<file path="config.mk">
export PLATFORM = sky130hd
export DESIGN_NAME = lms_fir_seq
export DESIGN_NICKNAME = d
export VERILOG_FILES = /design/src/rtl/lms_fir_seq.sv
export SDC_FILE = /design/constraint.sdc
export NUM_CORES = 2
export LEC_CHECK = 0
export ABC_AREA = 1
export CAP_MARGIN = 40
export CORE_MARGIN = 1.5
export CORE_UTILIZATION = 45
export CTS_BUF_LIST = sky130_fd_sc_hd__clkbuf_8
export DETAILED_ROUTE_END_ITERATION = 6
export MAX_ROUTING_LAYER = met4
export PLACE_DENSITY = 0.74
export SLEW_MARGIN = 20
export SYNTH_ARGS = -nofsm -noshare
export SYNTH_HDL_FRONTEND = slang
export SYNTH_SLANG_ARGS = --single-unit
</file>
<file path="constraint.sdc">
create_clock -name clk_i -period 7.7 [get_ports clk_i]
set_input_delay 1.155 -clock clk_i [delete_from_list [all_inputs] [get_ports clk_i]]
set_output_delay 1.155 -clock clk_i [all_outputs]
set_load 0.005 [all_outputs]
</file>
<file path="src/rtl/lms_fir_seq.sv">
// Sequencer and LMS coefficient engine for a 9-tap pipelined FIR: replays sample history into the
// filter, captures y(n), forms the error against d(n) and adapts the taps one per cycle.
module lms_fir_seq #(
    parameter int          MU_SHIFT    = 16,
    parameter logic [15:0] CENTER_INIT = 16'h0000
) (
    input  logic          clk_i,
    input  logic          rst_n_i,
    input  logic          sample_valid_i,
    input  logic [15:0]   sample_i,
    input  logic [15:0]   desired_i,
    input  logic          adapt_en_i,
    input  logic          coef_load_i,
    input  logic [3:0]    coef_load_idx_i,
    input  logic [15:0]   coef_load_data_i,
    input  logic          ovr_clr_i,
    output logic [15:0]   fir_din_o,
    input  logic [15:0]   fir_dout_i,
    output logic [143:0]  coef_o,
    output logic [15:0]   y_o,
    output logic [15:0]   err_o,
    output logic          out_valid_o,
    output logic          busy_o,
    output logic          overrun_o
);

    typedef enum logic [2:0] {
        S_IDLE = 3'd0,
        S_PUSH = 3'd1,
        S_WAIT = 3'd2,
        S_CAPT = 3'd3,
        S_UPD  = 3'd4
    } state_t;

    state_t             state_r;
    state_t             state_nxt_s;
    logic [3:0]         cnt_r;
    logic [3:0]         cnt_nxt_s;

    logic signed [15:0] hist_r [0:8];
    logic signed [15:0] coef_r [0:8];
    logic signed [15:0] desired_r;
    logic [15:0]        fir_din_r;
    logic signed [15:0] y_r;
    logic signed [15:0] err_r;
    logic               out_valid_r;
    logic               busy_r;
    logic               overrun_r;

    logic               accept_s;
    logic               load_s;
    logic [15:0]        fir_din_nxt_s;
    logic               out_valid_nxt_s;
    logic               busy_nxt_s;
    logic               overrun_nxt_s;
    logic signed [31:0] prod_s;
    logic signed [31:0] delta_s;
    logic signed [32:0] coef_sum_s;
    logic signed [32:0] diff_s;
    logic signed [15:0] coef_upd_s;
    logic signed [15:0] err_nxt_s;

    // Clamp a wide signed value into the 16-bit signed range.
    function automatic logic signed [15:0] sat16(input logic signed [32:0] v);
        logic signed [15:0] r;
        if (v > 33'sd32767) begin
            r = 16'sh7FFF;
        end else if (v < -33'sd32768) begin
            r = 16'sh8000;
        end else begin
            r = v[15:0];
        end
        return r;
    endfunction

    // State and phase counter register.
    always_ff @(posedge clk_i or negedge rst_n_i) begin
        if (!rst_n_i) begin
            state_r <= S_IDLE;
            cnt_r   <= 4'd0;
        end else begin
            state_r <= state_nxt_s;
            cnt_r   <= cnt_nxt_s;
        end
    end

    // Next-state logic: PUSH 9, WAIT 5, CAPT 1, optional UPD 9 cycles.
    always_comb begin
        state_nxt_s = state_r;
        cnt_nxt_s   = cnt_r;
        case (state_r)
            S_IDLE: begin
                if (sample_valid_i) begin
                    state_nxt_s = S_PUSH;
                    cnt_nxt_s   = 4'd0;
                end else begin
                    cnt_nxt_s = 4'd0;
                end
            end
            S_PUSH: begin
                if (cnt_r == 4'd8) begin
                    state_nxt_s = S_WAIT;
                    cnt_nxt_s   = 4'd0;
                end else begin
                    cnt_nxt_s = cnt_r + 4'd1;
                end
            end
            S_WAIT: begin
                if (cnt_r == 4'd4) begin
                    state_nxt_s = S_CAPT;
                    cnt_nxt_s   = 4'd0;
                end else begin
                    cnt_nxt_s = cnt_r + 4'd1;
                end
            end
            S_CAPT: begin
                cnt_nxt_s = 4'd0;
                if (adapt_en_i) begin
                    state_nxt_s = S_UPD;
                end else begin
                    state_nxt_s = S_IDLE;
                end
            end
            S_UPD: begin
                if (cnt_r == 4'd8) begin
                    state_nxt_s = S_IDLE;
                    cnt_nxt_s   = 4'd0;
                end else begin
                    cnt_nxt_s = cnt_r + 4'd1;
                end
            end
            default: begin
                state_nxt_s = S_IDLE;
                cnt_nxt_s   = 4'd0;
            end
        endcase
    end

    // Output/next-value logic; fir_din looks one slot ahead because it is registered.
    always_comb begin
        accept_s        = 1'b0;
        load_s          = 1'b0;
        fir_din_nxt_s   = 16'h0000;
        out_valid_nxt_s = 1'b0;
        busy_nxt_s      = (state_nxt_s != S_IDLE);
        case (state_r)
            S_IDLE: begin
                accept_s = sample_valid_i;
                load_s   = coef_load_i && (coef_load_idx_i >= 4'd1) && (coef_load_idx_i <= 4'd9);
                if (sample_valid_i) begin
                    fir_din_nxt_s = hist_r[7];
                end else begin
                    fir_din_nxt_s = 16'h0000;
                end
            end
            S_PUSH: begin
                if (cnt_r < 4'd8) begin
                    fir_din_nxt_s = hist_r[4'd7 - cnt_r];
                end else begin
                    fir_din_nxt_s = 16'h0000;
                end
            end
            S_CAPT: begin
                out_valid_nxt_s = 1'b1;
            end
            default: begin
                fir_din_nxt_s = 16'h0000;
            end
        endcase
        if (sample_valid_i && (state_r != S_IDLE)) begin
            overrun_nxt_s = 1'b1;
        end else if (ovr_clr_i) begin
            overrun_nxt_s = 1'b0;
        end else begin
            overrun_nxt_s = overrun_r;
        end
    end

    // Shared multiplier for the coefficient update and saturated error subtract.
    always_comb begin
        prod_s     = err_r * hist_r[cnt_r];
        delta_s    = prod_s >>> MU_SHIFT;
        coef_sum_s = 33'(coef_r[cnt_r]) + 33'(delta_s);
        coef_upd_s = sat16(coef_sum_s);
        diff_s     = 33'(desired_r) - 33'($signed(fir_dout_i));
        err_nxt_s  = sat16(diff_s);
    end

    // Datapath registers: history, coefficients, captured results and status outputs.
    always_ff @(posedge clk_i or negedge rst_n_i) begin
        if (!rst_n_i) begin
            for (int k = 0; k < 9; k++) begin
                hist_r[k] <= 16'sh0000;
                coef_r[k] <= 16'sh0000;
            end
            coef_r[4]   <= CENTER_INIT;
            desired_r   <= 16'sh0000;
            fir_din_r   <= 16'h0000;
            y_r         <= 16'sh0000;
            err_r       <= 16'sh0000;
            out_valid_r <= 1'b0;
            busy_r      <= 1'b0;
            overrun_r   <= 1'b0;
        end else begin
            if (accept_s) begin
                for (int k = 8; k > 0; k--) begin
                    hist_r[k] <= hist_r[k-1];
                end
                hist_r[0] <= sample_i;
                desired_r <= desired_i;
            end
            if (load_s) begin
                coef_r[coef_load_idx_i - 4'd1] <= coef_load_data_i;
            end
            if (state_r == S_UPD) begin
                coef_r[cnt_r] <= coef_upd_s;
            end
            if (state_r == S_CAPT) begin
                y_r   <= fir_dout_i;
                err_r <= err_nxt_s;
            end
            fir_din_r   <= fir_din_nxt_s;
            out_valid_r <= out_valid_nxt_s;
            busy_r      <= busy_nxt_s;
            overrun_r   <= overrun_nxt_s;
        end
    end

    for (genvar g = 0; g < 9; g++) begin : g_coef_out
        assign coef_o[16*g +: 16] = coef_r[g];
    end

    assign fir_din_o   = fir_din_r;
    assign y_o         = y_r;
    assign err_o       = err_r;
    assign out_valid_o = out_valid_r;
    assign busy_o      = busy_r;
    assign overrun_o   = overrun_r;

endmodule
</file>
==> results_dict.tcl <==
set metrics [dict create \
    status "finished with violations" \
    violations "negative setup slack" \
    yosys-top-cells-count "nand2_1, inv_1, o21ai_0" \
    nFillCells 5602 \
    ff_latch_area_um2 9070 \
    grt_overflow_total 0 \
    wirelength_mm 108 \
    ys_top_cells_by_area "dfrtp_1, fa_1, nand2_1" \
    ant_nets 0 \
    synthDistinctLibCells 54 \
    start_util 0.457 \
    maxSlewViolCount 0 \
    dp_hpwl_mm 75.2 \
    path_buf_inv 12 \
    fin_nets 5137 \
    dieWidth_um 265 \
    fin_skew_ps 39.1 \
    rsz0062_at_grt "yes" \
    core_area_um2 67500 \
    fin_crit_ps 8400 \
    fin_crit_sh 1.09 \
    die_h_um 265 \
    crit_path_top_delay_cell "fa_2" \
    final_core_util 0.607 \
    cts_hold_buffers 0 \
    max_stage_delay_ps 580 \
    via_per_inst 5.52 \
    synth_flop_cell "dfrtp_1" \
    pin_count 269 \
    yosys_register_bits 362 \
    wire_per_inst_um 19.3 \
    place_ws_ps -718 \
    fin_ws_ps -700 \
    antenna_found_initial 2 \
    drtIter0Drc 3527 \
    critical_path.max_fanout 10 \
    final-setup-viol-count 144 \
    cts_tree "done" \
    synth_top_area_share 0.293 \
    start_kind "flop" \
    root_buffer "clkbuf_8" \
    syn_avg_cell_area_um2 7.49 \
    drive_gt1_frac 0.181 \
    fin_tns_setup_ps -89640 \
    crit_arrival_ps 8930 \
    required_ps 8230 \
    netlist_area_um2 30900 \
    track_usage 0.315 \
    yosysTopAreaCell "dfrtp_1" \
    cts_buffers 68 \
    drcViolationCount 0 \
    clockBufferDepth 3 \
    cts_num_sinks 362 \
    tightest_slew_ps 1090 \
    area.growth.synth_to_final_pct 32.6 \
    hold_viol_final 0 \
    synth_edf_count 0 \
    cts.htree.levels 3 \
    placed_area_um2 37600 \
    crit_family "adder cells" \
    cts.clk_slew.worst_paths_ps 60 \
    ys_seq_area_frac 0.293 \
    io_buffers 268 \
    dieArea_um2 70200 \
    max_cap_viol_count 0 \
    postLayoutCellArea_um2 41000 \
    drtPass1Iterations 7 \
    rows 95 \
    async_flop_share 1.00 \
    cp_common_cell "inv_1" \
    multi_input_area_um2 19400 \
    critPathKind "flop to flop" \
    grt_max_degree 161 \
    insertion_delay_ps 670 \
    yosys_warnings 0 \
    yosysMostFrequentCell "nand2_1" \
    vias 30947 \
    syn_nets 4575 \
    routabilityCongestion 0.981 \
    max_freq_ghz 0.119 \
    grt_pass1_wl_mm 169 \
    end_kind "flop" \
    netlist_instances 4123 \
    slew_headroom 0.273 \
    grt_pass1_vias 31096 \
    hold_class "input port to asynchronous set/reset pin" \
]
## worst reg2reg max path: cells and delay by family (launching register included)
kind	cells	cell delay, ps
xor+xnor	2	480
simple gates	9	1010
fa+ha+maj	8	3490
flops	1	550
compound gates	9	1390
buf+inv	12	1380
## worst paths after layout
check,start,endpoint,slack (ps),depth (start not counted)
max,cnt_r[0],coef_o[80],-700,40
min,rst_n_i,hist_r[105],470,1
max reg2reg,cnt_r[0],coef_o[80],-700,40
min reg2reg,hist_r[11],hist_r[11],480,2
max in group asynchronous,rst_n_i,coef_o[131],5810,2
min in group clk_i,hist_r[11],hist_r[11],480,2
## logic make-up after synthesis
family / Yosys count / share of synthesized area
xor+xnor: 53 / 0.0150
mux: 12 / 0.00413
simple gates: 1398 / 0.180
fa+ha+maj: 378 / 0.217
flops: 362 / 0.293
compound gates: 940 / 0.167
buf+inv: 980 / 0.123
## routing by layer
| layer | track usage | vias up | share of wire |
|---|---|---|---|
| met1 | 0.401 | 14731 | 0.39 |
| met5 | - | - | 0 |
| met4 | 0.129 | 0 | 0.043 |
| met3 | 0.0654 | 383 | 0.11 |
| met2 | 0.489 | 1800 | 0.46 |
| li1 | - | 14033 | - |
## layout make-up
type / count / share of cell area
diodes: 2 / 0.000122
flip-flops and latches: 362 / 0.221
multi-input cells: 2781 / 0.474
clock buffers: 80 / 0.0269
repair buffers: 718 / 0.176
well taps: 873 / 0.0267
clock inverters: 36 / 0.00599
inverters: 754 / 0.0697
## sequential cells by signal (all words and copies together), names as in the netlist
name / count
busy_o: 1
cnt_r: 4
coef_o: 144
desired_r: 16
err_o: 16
fir_din_o: 16
hist_r: 144
out_valid_o: 1
overrun_o: 1
state_r: 3
y_o: 16
## cell usage in the layout, fill, tap and decap left out, drive strengths merged, types with 3 or more instances in the layout
cell type         n
a21o             11
a21oi           343
a221o             5
a221oi           18
a22oi             4
a31oi            33
a32o              4
and3              3
buf             437
bufbuf            6
clkbuf           88
clkdlybuf4s50   267
clkinv           11
clkinvlp          7
dfrtp           362
fa              263
ha              115
inv             770
mux2              6
mux2i             6
nand2          1111
nand3           110
nor2            122
nor3             13
nor4              4
o211ai           48
o21a              4
o21ai           443
o21bai            3
o221ai            3
o2bb2ai           6
o31ai             5
or2              34
xnor2            20
xor2             33
## what timing repair did
| action | CTS | global route |
|---|---|---|
| resized for setup | 161 | 164 |
| endpoints found under the setup margin | 144 | 144 |
| buffers inserted | 21 | 21 |
| gates cloned | 12 | 4 |
| endpoints found under the hold margin | 0 | 0 |
| pin swaps | 40 | 48 |
## per-stage QoR
step	hold WS (ps)	std cells
2_1_floorplan	442	4123
3_3_place_gp	454	5416
3_5_place_dp	459	5427
4_1_cts	470	5576
5_1_grt	495	5606
6_report	472	5606
Power is left out: the tool's default activity adds up to more than one toggle a clock period on the data nets, which glitch-free logic cannot reach.
